--- src/rtl/load_store_unit_if.sv ---
// Data-bus interface between the load/store unit (master) and data memory (slave).
// Handshake: a request (read/write enable plus address, byte lanes and data) is held
// stable from its first cycle through the cycle in which bus_ready=1, which completes it.
interface load_store_unit_if;
  logic [31:0] bus_address;
  logic        bus_read_enable;
  logic        bus_write_enable;
  logic [3:0]  bus_byte_enable;
  logic [31:0] bus_write_data;
  logic        bus_ready;
  logic [31:0] bus_read_data;

  modport master (
    output bus_address, bus_read_enable, bus_write_enable, bus_byte_enable, bus_write_data,
    input  bus_ready, bus_read_data
  );

  modport slave (
    input  bus_address, bus_read_enable, bus_write_enable, bus_byte_enable, bus_write_data,
    output bus_ready, bus_read_data
  );
endinterface

--- src/rtl/load_store_unit.sv ---
// Load/store unit: converts single-cycle data memory enables into a bus request,
// stalls the core until completion, extends load data, flags misalignment and timeouts.
module load_store_unit #(
  parameter int TIMEOUT_CYCLES = 16,
  parameter int COUNTER_WIDTH  = 5
) (
  input  logic        clock,
  input  logic        reset,
  input  logic        read_enable,
  input  logic        write_enable,
  input  logic [31:0] address,
  input  logic [31:0] write_data,
  input  logic [2:0]  funct3,
  output logic        stall,
  output logic [31:0] read_data,
  output logic        misaligned_error,
  output logic        bus_error,
  output logic [1:0]  debug_state,
  load_store_unit_if.master bus
);

  typedef enum logic [1:0] {
    IDLE = 2'd0,
    REQ  = 2'd1,
    DONE = 2'd2
  } state_t;

  localparam logic [COUNTER_WIDTH-1:0] LAST_COUNT = COUNTER_WIDTH'(TIMEOUT_CYCLES - 1);

  state_t                   state;
  logic [COUNTER_WIDTH-1:0] counter;
  logic [31:0]              req_address;
  logic [2:0]               req_funct3;
  logic [31:0]              req_write_data;
  logic                     req_write;

  logic        access;
  logic        misaligned;
  logic        in_req;
  logic [31:0] read_shifted;
  logic [31:0] load_value;

  assign access      = read_enable | write_enable;
  // funct3[1] set means word (including the undefined encodings); 2'b01 is halfword
  assign misaligned  = (funct3[1] & (address[1:0] != 2'b00)) |
                       ((funct3[1:0] == 2'b01) & address[0]);
  assign in_req      = (state == REQ);
  // Gating with reset lets stall drop as soon as reset asserts, even with enables still high
  assign stall       = reset & (((state == IDLE) & access) | in_req);
  assign debug_state = state;

  assign bus.bus_read_enable  = in_req & ~req_write;
  assign bus.bus_write_enable = in_req & req_write;
  assign bus.bus_address      = {req_address[31:2], 2'b00};

  always_comb begin
    bus.bus_byte_enable = 4'b0000;
    bus.bus_write_data  = req_write_data;
    if (req_funct3[1]) begin
      if (in_req) bus.bus_byte_enable = 4'b1111;
    end else if (req_funct3[0]) begin
      if (in_req) bus.bus_byte_enable = 4'b0011 << {req_address[1], 1'b0};
      bus.bus_write_data = {2{req_write_data[15:0]}};
    end else begin
      if (in_req) bus.bus_byte_enable = 4'b0001 << req_address[1:0];
      bus.bus_write_data = {4{req_write_data[7:0]}};
    end
  end

  // Accesses are aligned here, so shifting by the byte offset lands the lane at bit 0
  assign read_shifted = bus.bus_read_data >> {req_address[1:0], 3'b000};

  always_comb begin
    load_value = read_shifted;
    if (!req_funct3[1]) begin
      if (req_funct3[0])
        load_value = {{16{~req_funct3[2] & read_shifted[15]}}, read_shifted[15:0]};
      else
        load_value = {{24{~req_funct3[2] & read_shifted[7]}}, read_shifted[7:0]};
    end
  end

  always_ff @(posedge clock or negedge reset) begin
    if (!reset) begin
      state            <= IDLE;
      counter          <= '0;
      req_address      <= '0;
      req_funct3       <= '0;
      req_write_data   <= '0;
      req_write        <= 1'b0;
      read_data        <= '0;
      misaligned_error <= 1'b0;
      bus_error        <= 1'b0;
    end else begin
      case (state)
        IDLE: begin
          if (access) begin
            if (misaligned) begin
              misaligned_error <= 1'b1;
              if (!write_enable) read_data <= '0;
              state <= DONE;
            end else begin
              req_address    <= address;
              req_funct3     <= funct3;
              req_write_data <= write_data;
              req_write      <= write_enable;
              state          <= REQ;
            end
          end
        end
        REQ: begin
          if (bus.bus_ready) begin
            if (!req_write) read_data <= load_value;
            counter <= '0;
            state   <= DONE;
          end else if (counter == LAST_COUNT) begin
            bus_error <= 1'b1;
            read_data <= '0;
            counter   <= '0;
            state     <= DONE;
          end else begin
            counter <= counter + 1'b1;
          end
        end
        DONE: begin
          misaligned_error <= 1'b0;
          bus_error        <= 1'b0;
          state            <= IDLE;
        end
        default: state <= IDLE;
      endcase
    end
  end

endmodule

--- src/flat_wrapper.sv ---
// flat-port wrapper written by rule: the top's interface ports become plain ports
module load_store_unit_flat 
#(
  parameter int TIMEOUT_CYCLES = 16,
  parameter int COUNTER_WIDTH  = 5
)
  (clock, reset, read_enable, write_enable, address, write_data, funct3, stall, read_data, misaligned_error, bus_error, debug_state, bus_bus_address, bus_bus_read_enable, bus_bus_write_enable, bus_bus_byte_enable, bus_bus_write_data, bus_bus_ready, bus_bus_read_data);
  load_store_unit_if bus_i ();
  input  logic clock;
  input  logic reset;
  input  logic read_enable;
  input  logic write_enable;
  input  logic [31:0] address;
  input  logic [31:0] write_data;
  input  logic [2:0] funct3;
  output logic stall;
  output logic [31:0] read_data;
  output logic misaligned_error;
  output logic bus_error;
  output logic [1:0] debug_state;
  output wire logic [$bits(bus_i.bus_address)-1:0] bus_bus_address;
  output wire logic [$bits(bus_i.bus_read_enable)-1:0] bus_bus_read_enable;
  output wire logic [$bits(bus_i.bus_write_enable)-1:0] bus_bus_write_enable;
  output wire logic [$bits(bus_i.bus_byte_enable)-1:0] bus_bus_byte_enable;
  output wire logic [$bits(bus_i.bus_write_data)-1:0] bus_bus_write_data;
  input wire logic [$bits(bus_i.bus_ready)-1:0] bus_bus_ready;
  input wire logic [$bits(bus_i.bus_read_data)-1:0] bus_bus_read_data;
  assign bus_bus_address = bus_i.bus_address;
  assign bus_bus_read_enable = bus_i.bus_read_enable;
  assign bus_bus_write_enable = bus_i.bus_write_enable;
  assign bus_bus_byte_enable = bus_i.bus_byte_enable;
  assign bus_bus_write_data = bus_i.bus_write_data;
  assign bus_i.bus_ready = bus_bus_ready;
  assign bus_i.bus_read_data = bus_bus_read_data;
  load_store_unit #(.TIMEOUT_CYCLES(TIMEOUT_CYCLES), .COUNTER_WIDTH(COUNTER_WIDTH)) u_core (.clock(clock), .reset(reset), .read_enable(read_enable), .write_enable(write_enable), .address(address), .write_data(write_data), .funct3(funct3), .stall(stall), .read_data(read_data), .misaligned_error(misaligned_error), .bus_error(bus_error), .debug_state(debug_state), .bus(bus_i));
endmodule
--- config.mk ---
export PLATFORM = sky130hd
export DESIGN_NAME = load_store_unit_flat
export DESIGN_NICKNAME = d
export VERILOG_FILES = /design/src/rtl/load_store_unit_if.sv /design/src/rtl/load_store_unit.sv /design/src/flat_wrapper.sv
export SDC_FILE = /design/constraint.sdc
export NUM_CORES = 1
export LEC_CHECK = 0
export BUFFER_PORTS_ARGS = -buffer_cell sky130_fd_sc_hd__clkbuf_2
export CORE_AREA = 3 3 94 132
export DETAILED_ROUTE_END_ITERATION = 8
export DIE_AREA = 0 0 97 135
export GPL_ROUTABILITY_DRIVEN = 0
export GPL_TIMING_DRIVEN = 0
export PLACE_DENSITY_LB_ADDON = 0.1
export SETUP_SLACK_MARGIN = 0.05
export SLEW_MARGIN = 20
export SYNTH_ARGS = -nofsm -noshare
export SYNTH_HDL_FRONTEND = slang
export SYNTH_SLANG_ARGS = --single-unit
--- constraint.sdc ---
create_clock -name clock -period 2.4 [get_ports clock]
set_input_delay 0.12 -clock clock [delete_from_list [all_inputs] [get_ports clock]]
set_output_delay 0.12 -clock clock [all_outputs]
set_load 0.01 [all_outputs]
# --- After elaboration in Yosys (flattened, before gate mapping) ---
# Index checks and enable logic that the tools add are counted.
classes:
  mux: 29
  n_reduce_logical: 10
  n_eq_ne: 11
  bitwise: 14
  shifts: 3
  addsub: 1
op_table:
  columns: ["cell", "count"]
  rows:
  - ["two-way mux 32 bit", 10]
  - ["one-hot mux 32 bit (2 select lines)", 1]
  - ["right shift 32 x 5 -> 32 bit", 1]
  - ["two-way mux 4 bit", 5]
  - ["two-way mux 5 bit", 2]
  - ["AND reduction 3 bit", 3]
  - ["AND 1 bit", 8]
  - ["two-way mux 2 bit", 4]
  - ["nonzero test 2 bit", 4]
  - ["inequality test 2 bit (second input constant)", 3]
  - ["inequality test 3 bit (second input constant)", 2]
  - ["AND reduction 6 bit", 1]
  - ["adder 5 x 1 -> 5 bit (second input constant)", 1]
  - ["equality test 5 x 4 -> 1 bit (second input constant)", 1]
  - ["equality test 2 x 1 -> 1 bit (second input constant)", 2]
  - ["two-way mux 1 bit", 4]
  - ["inequality test 2 x 1 -> 1 bit (second input constant)", 2]
  - ["one-hot mux 1 bit (2 select lines)", 2]
  - ["one-hot mux 2 bit (2 select lines)", 1]
  - ["left shift 1 x 2 -> 4 bit (first input constant)", 1]
  - ["left shift 2 x 2 -> 4 bit (first input constant)", 1]
  - ["NOT 1 bit", 3]
  - ["bitwise OR 1 bit", 3]
  - ["equality test 2 bit (second input constant)", 1]
  - ["2 further kinds", 2]
word_totals:
  ff_bits: 109
  out_inout_bits: 107

# --- Depth between registers and ports, before layout ---
logic_depth:
  depth_word: 7
  ltp_mapped: 6
  mapped_depth_nobuf: 5

# --- Worst setup path before layout ---
# Ideal clock, no wire load.
synth_path:
  path_type: "reg-to-reg"
  from: "register u_core.state[0] (netlist: u_core.debug_state[0])"
  to: "register u_core.req_funct3[0]"
  arrival_time_ns: 1.736
  n_path_buf: 3
  slack_ns: 0.539
  required_ns: 2.275
  setup_ns: 0.125
  path_stages_with_launch: 7
  cell_sequence: "dfrtp_1 buf_2 a2111oi_2 o21ai_2 buf_4 buf_6 mux2_4"
synth_between:
  elab_chain_len: 2
synth_lines:
  columns: ["element", "line", "source"]
  rows:
  - ["start: declaration", "load_store_unit.sv:30", "state_t state;"]
  - ["start signal: assignment", "load_store_unit.sv:85", "state <= IDLE;"]
  - ["start signal: assignment", "load_store_unit.sv:101", "state <= DONE;"]
  - ["start signal: assignment", "load_store_unit.sv:107", "state <= REQ;"]
  - ["zero test 2 bit", "load_store_unit.sv:95", "case (state)"]
  - ["AND reduction 3 bit (no source line)", null, null]
  - ["end signal: assignment", "load_store_unit.sv:104", "req_funct3 <= funct3;"]
  - ["end: declaration", "load_store_unit.sv:33", "logic [2:0] req_funct3;"]
# Every way passes these cells.
# A chain may end at the register's enable or synchronous reset.

# --- Worst setup path after layout ---
layout_path:
  from: "register u_core.state[0] (netlist: u_core.debug_state[0])"
  to: "register u_core.read_data[25]"
layout_between:
  elab_chain_len: 3
  elab_cells_between_ends: 10
layout_lines:
  columns: ["element", "line", "source"]
  rows:
  - ["equality test 2 x 1 -> 1 bit / zero test 2 bit (equally long branches)", "load_store_unit.sv:95", null]
  - ["inequality test 3 bit (no source line) (tied with other cells)", null, null]
  - ["AND reduction 6 bit (no source line)", null, null]
  - ["end signal: assignment", "load_store_unit.sv:113", "if (!req_write) read_data <= load_value;"]
  - ["end: declaration", "load_store_unit.sv:15", "output logic [31:0] read_data,"]
# Parallel ways exist; a longest one is shown, timed or not.

==> results.sh <==
export IMPL_wl_per_cell_um=17.4
export IMPL_antenna_left=0
export IMPL_powerDensity_mw_per_mm2=1340
export IMPL_grtUsageTotal=0.228
export IMPL_hold_viol_final=0
export IMPL_yosysWarnings=0
export IMPL_setup_viol_count_final=0
export IMPL_grt_pass1_wl_um=24000
export IMPL_worst_path_stages=6
export IMPL_fin_area_mm2=0.00733
export IMPL_wirelength_um=14800
export IMPL_syn_inst=452
export IMPL_leakage_nw=3.82
export IMPL_drive_gt1_frac=0.522
export IMPL_diodes=0
export IMPL_cts_sinks=109
export IMPL_seq_area_frac_synth=0.498
export IMPL_status="completed"
export IMPL_area_growth_synth_to_final_pct=33.7
export IMPL_ys_ff_latch=109
export IMPL_layout_common_cells="212 x clkbuf_2, 109 x dfrtp_1, 64 x mux2_2"
export IMPL_hold_depth=2
export IMPL_crit_fanout=10
export IMPL_post_place_ws_ps=88.3
export IMPL_ys_types=43
export IMPL_initial_core_util=0.483
export IMPL_slew_viol_final=0
export IMPL_die_h_um=135
export IMPL_drt_first_pass_iters=4
export IMPL_vias=4401
export IMPL_final_common_cell="clkbuf_2"
export IMPL_grt_ovfl_total=0
export IMPL_worstHoldPathType="primary input to flop"
export IMPL_fillers=958
export IMPL_drc=0
export IMPL_synth_edf_count=0
export IMPL_path_cells="buf_2 -> a21oi_1 -> a211oi_1 -> o311ai_2 -> clkbuf_1 -> a221o_1"
export IMPL_fin_crit_sh=0.912
export IMPL_critPathRequiredTime_ps=2620
export IMPL_grtUsageMet1=0.264
export IMPL_slew_headroom=0.594
export IMPL_row_count=46
export IMPL_coreArea_mm2=0.0113
export IMPL_dieArea_mm2=0.0131
export IMPL_die_w_um=97
export IMPL_clock_latency_ps=340
export IMPL_synth_ff_type="dfrtp_1"
export IMPL_synth_area_mm2=0.00548
export IMPL_maxCapViolCount=0
export IMPL_antenna_found_initial=0
export IMPL_power_mw=9.85
export IMPL_ff2ff_path_depth=6
export IMPL_cpMaxStageDelayCell="a221o_1"
export IMPL_grt_use_met2=0.412
export IMPL_critPathTopFamily="compound AO/OA/AOI/OAI gates"
export IMPL_setup_slack_ps=211
export IMPL_cpPeakStageDelay_ps=410
export IMPL_grt_busiest_layer="met2"
export IMPL_critPathBufInv=2
export IMPL_rsz0062_at_grt="no"
export IMPL_period_needed_ps=2190
export IMPL_drtIter0Drc=182
export IMPL_fin_nets=803
export IMPL_numCtsBuffers=9
export IMPL_max_freq_mhz=457
export IMPL_crit_type="flop to flop"
export IMPL_root_buffer="clkbuf_16"
export IMPL_fin_skew_ps=9.46
export IMPL_setup_worst_path_start_class="flop"
export IMPL_ir_worst_vdd_mv=0.642
export IMPL_cts_htree_levels=3
export IMPL_grtUsageMet3=0.0568
export IMPL_clk_path_buf_depth=2
export IMPL_grt_pass1_vias=4756
export IMPL_place_detailed_hpwl_um=11400
export IMPL_dpl_cell_area_mm2=0.00674
export IMPL_portBuffers=208
export IMPL_routed_via_density=5.20
export IMPL_worst_pin_slew_ps=609
export IMPL_cp_end_kind="flop"
export IMPL_grt_start_max_net_pins=76
export IMPL_async_flop_share=1.00
export IMPL_avgSynthCellArea_um2=12.1
export IMPL_cp_data_arrival_time_ps=2410
export IMPL_postCtsSetupRepairBufs=0
export IMPL_ioPinCount=211
export IMPL_final_cells=847
export IMPL_cts_tree="done"
export IMPL_clkTransAtPathRegs_ps=70
export IMPL_dp_cells=806
cells by family (layout without fill, tap and decap cells):
| logic type | count (synthesis) | after routing | share of synthesized area |
|---|---|---|---|
| AOI/OAI and AO/OA | 82 | 82 | 0.113 |
| other | 1 | 2 | 0.000684 |
| DFF | 109 | 109 | 0.498 |
| and+or+nand+nor | 68 | 68 | 0.0571 |
| adders and majority gates | 1 | 1 | 0.00228 |
| muxes | 115 | 115 | 0.244 |
| buffers and inverters | 75 | 325 | 0.0831 |
| xor gates and xnor gates | 1 | 1 | 0.00160 |
metal layers:
metal  vias to the layer above  wire length [µm]
li1                       2076                 -
met1                      2127              5690
met2                       175              7810
met3                        23               956
met4                         0               310
met5                         -                 0
path summary, 6_finish.rpt:
path                                              to  slack, ps                  start
setup / recovery                u_core.read_data[25]        210  u_core.debug_state[0]
hold / removal             u_core.req_write_data[21]         10         write_data[21]
max in group asynchronous       u_core.read_data[11]       1490                  reset
min in group asynchronous        u_core.read_data[0]        240                  reset
setup reg to reg                u_core.read_data[25]        210  u_core.debug_state[0]
hold reg to reg                 u_core.read_data[20]        490   u_core.read_data[20]
cell type report:
cell class	instances	area, µm²	area share
Buffer	67	432	0.0589
Clock buffer	11	243	0.0331
Clock inverter	5	58.8	0.00803
Inverter	6	22.5	0.00307
Multi-Input combinational cell	269	2320	0.316
Sequential cell	109	2730	0.372
Tap cell	144	180	0.0246
Timing Repair Buffer	236	1350	0.184
power breakdown:
group          switching [mW]  leakage (nW)  internal (mW)
registers               0.617          1.35           2.70
logic                    2.40          2.32           2.63
clock network           0.661         0.142          0.841
cell usage after synthesis, types with 2 or more instances:
master     instances  area, µm²
a32o_1             7       70.1
nor2b_1            2       12.5
a221o_1            8       80.1
or2_2              2       12.5
a22o_1             2       17.5
nand2_1           32        120
nor3b_1            3       22.5
inv_1              6       22.5
nand3_1            4       20.0
a21oi_1           14       70.1
o21ai_0           16       80.1
nand2b_1           3       18.8
mux2_4            19        285
o21a_1             2       15.0
a31oi_1            3       18.8
clkbuf_1          16       60.1
buf_6              2       22.5
dfrtp_1          109       2730
a211o_1            8       70.1
buf_4             41        308
mux2i_1           31        310
nor2_1            15       56.3
nor3_1             2       10.0
buf_2              4       20.0
buf_1              6       22.5
o2bb2ai_1         15        131
mux2_2            64        721
state kept, by name (all words and copies together) (netlist names):
signal	flops
u_core.debug_state	2
u_core.req_address	32
u_core.req_write	1
u_core.bus_error	1
u_core.misaligned_error	1
u_core.req_funct3	3
u_core.counter	5
u_core.read_data	32
u_core.req_write_data	32
per-stage QoR:
| stage | setup TNS (ps) | hold slack [ps] | util |
|---|---|---|---|
| after floorplan | 0 | -176 | - |
| after global placement | -39100 | 352 | 0.591 |
| after detailed placement | 0 | 50.5 | 0.595 |
| after CTS | 0 | 0.806 | 0.645 |
| after global routing | 0 | 1.27 | 0.646 |
| final | 0 | 11.2 | 0.646 |
what timing repair did:
action | in CTS | in global routing
endpoints found under the hold margin | 60 | 0
setup endpoints to repair | 2 | 25
resized for setup | 1 | 10
hold buffers | 27 | 0
pin swaps | 0 | 0
No activity file was read; power rests on OpenSTA's default activity.
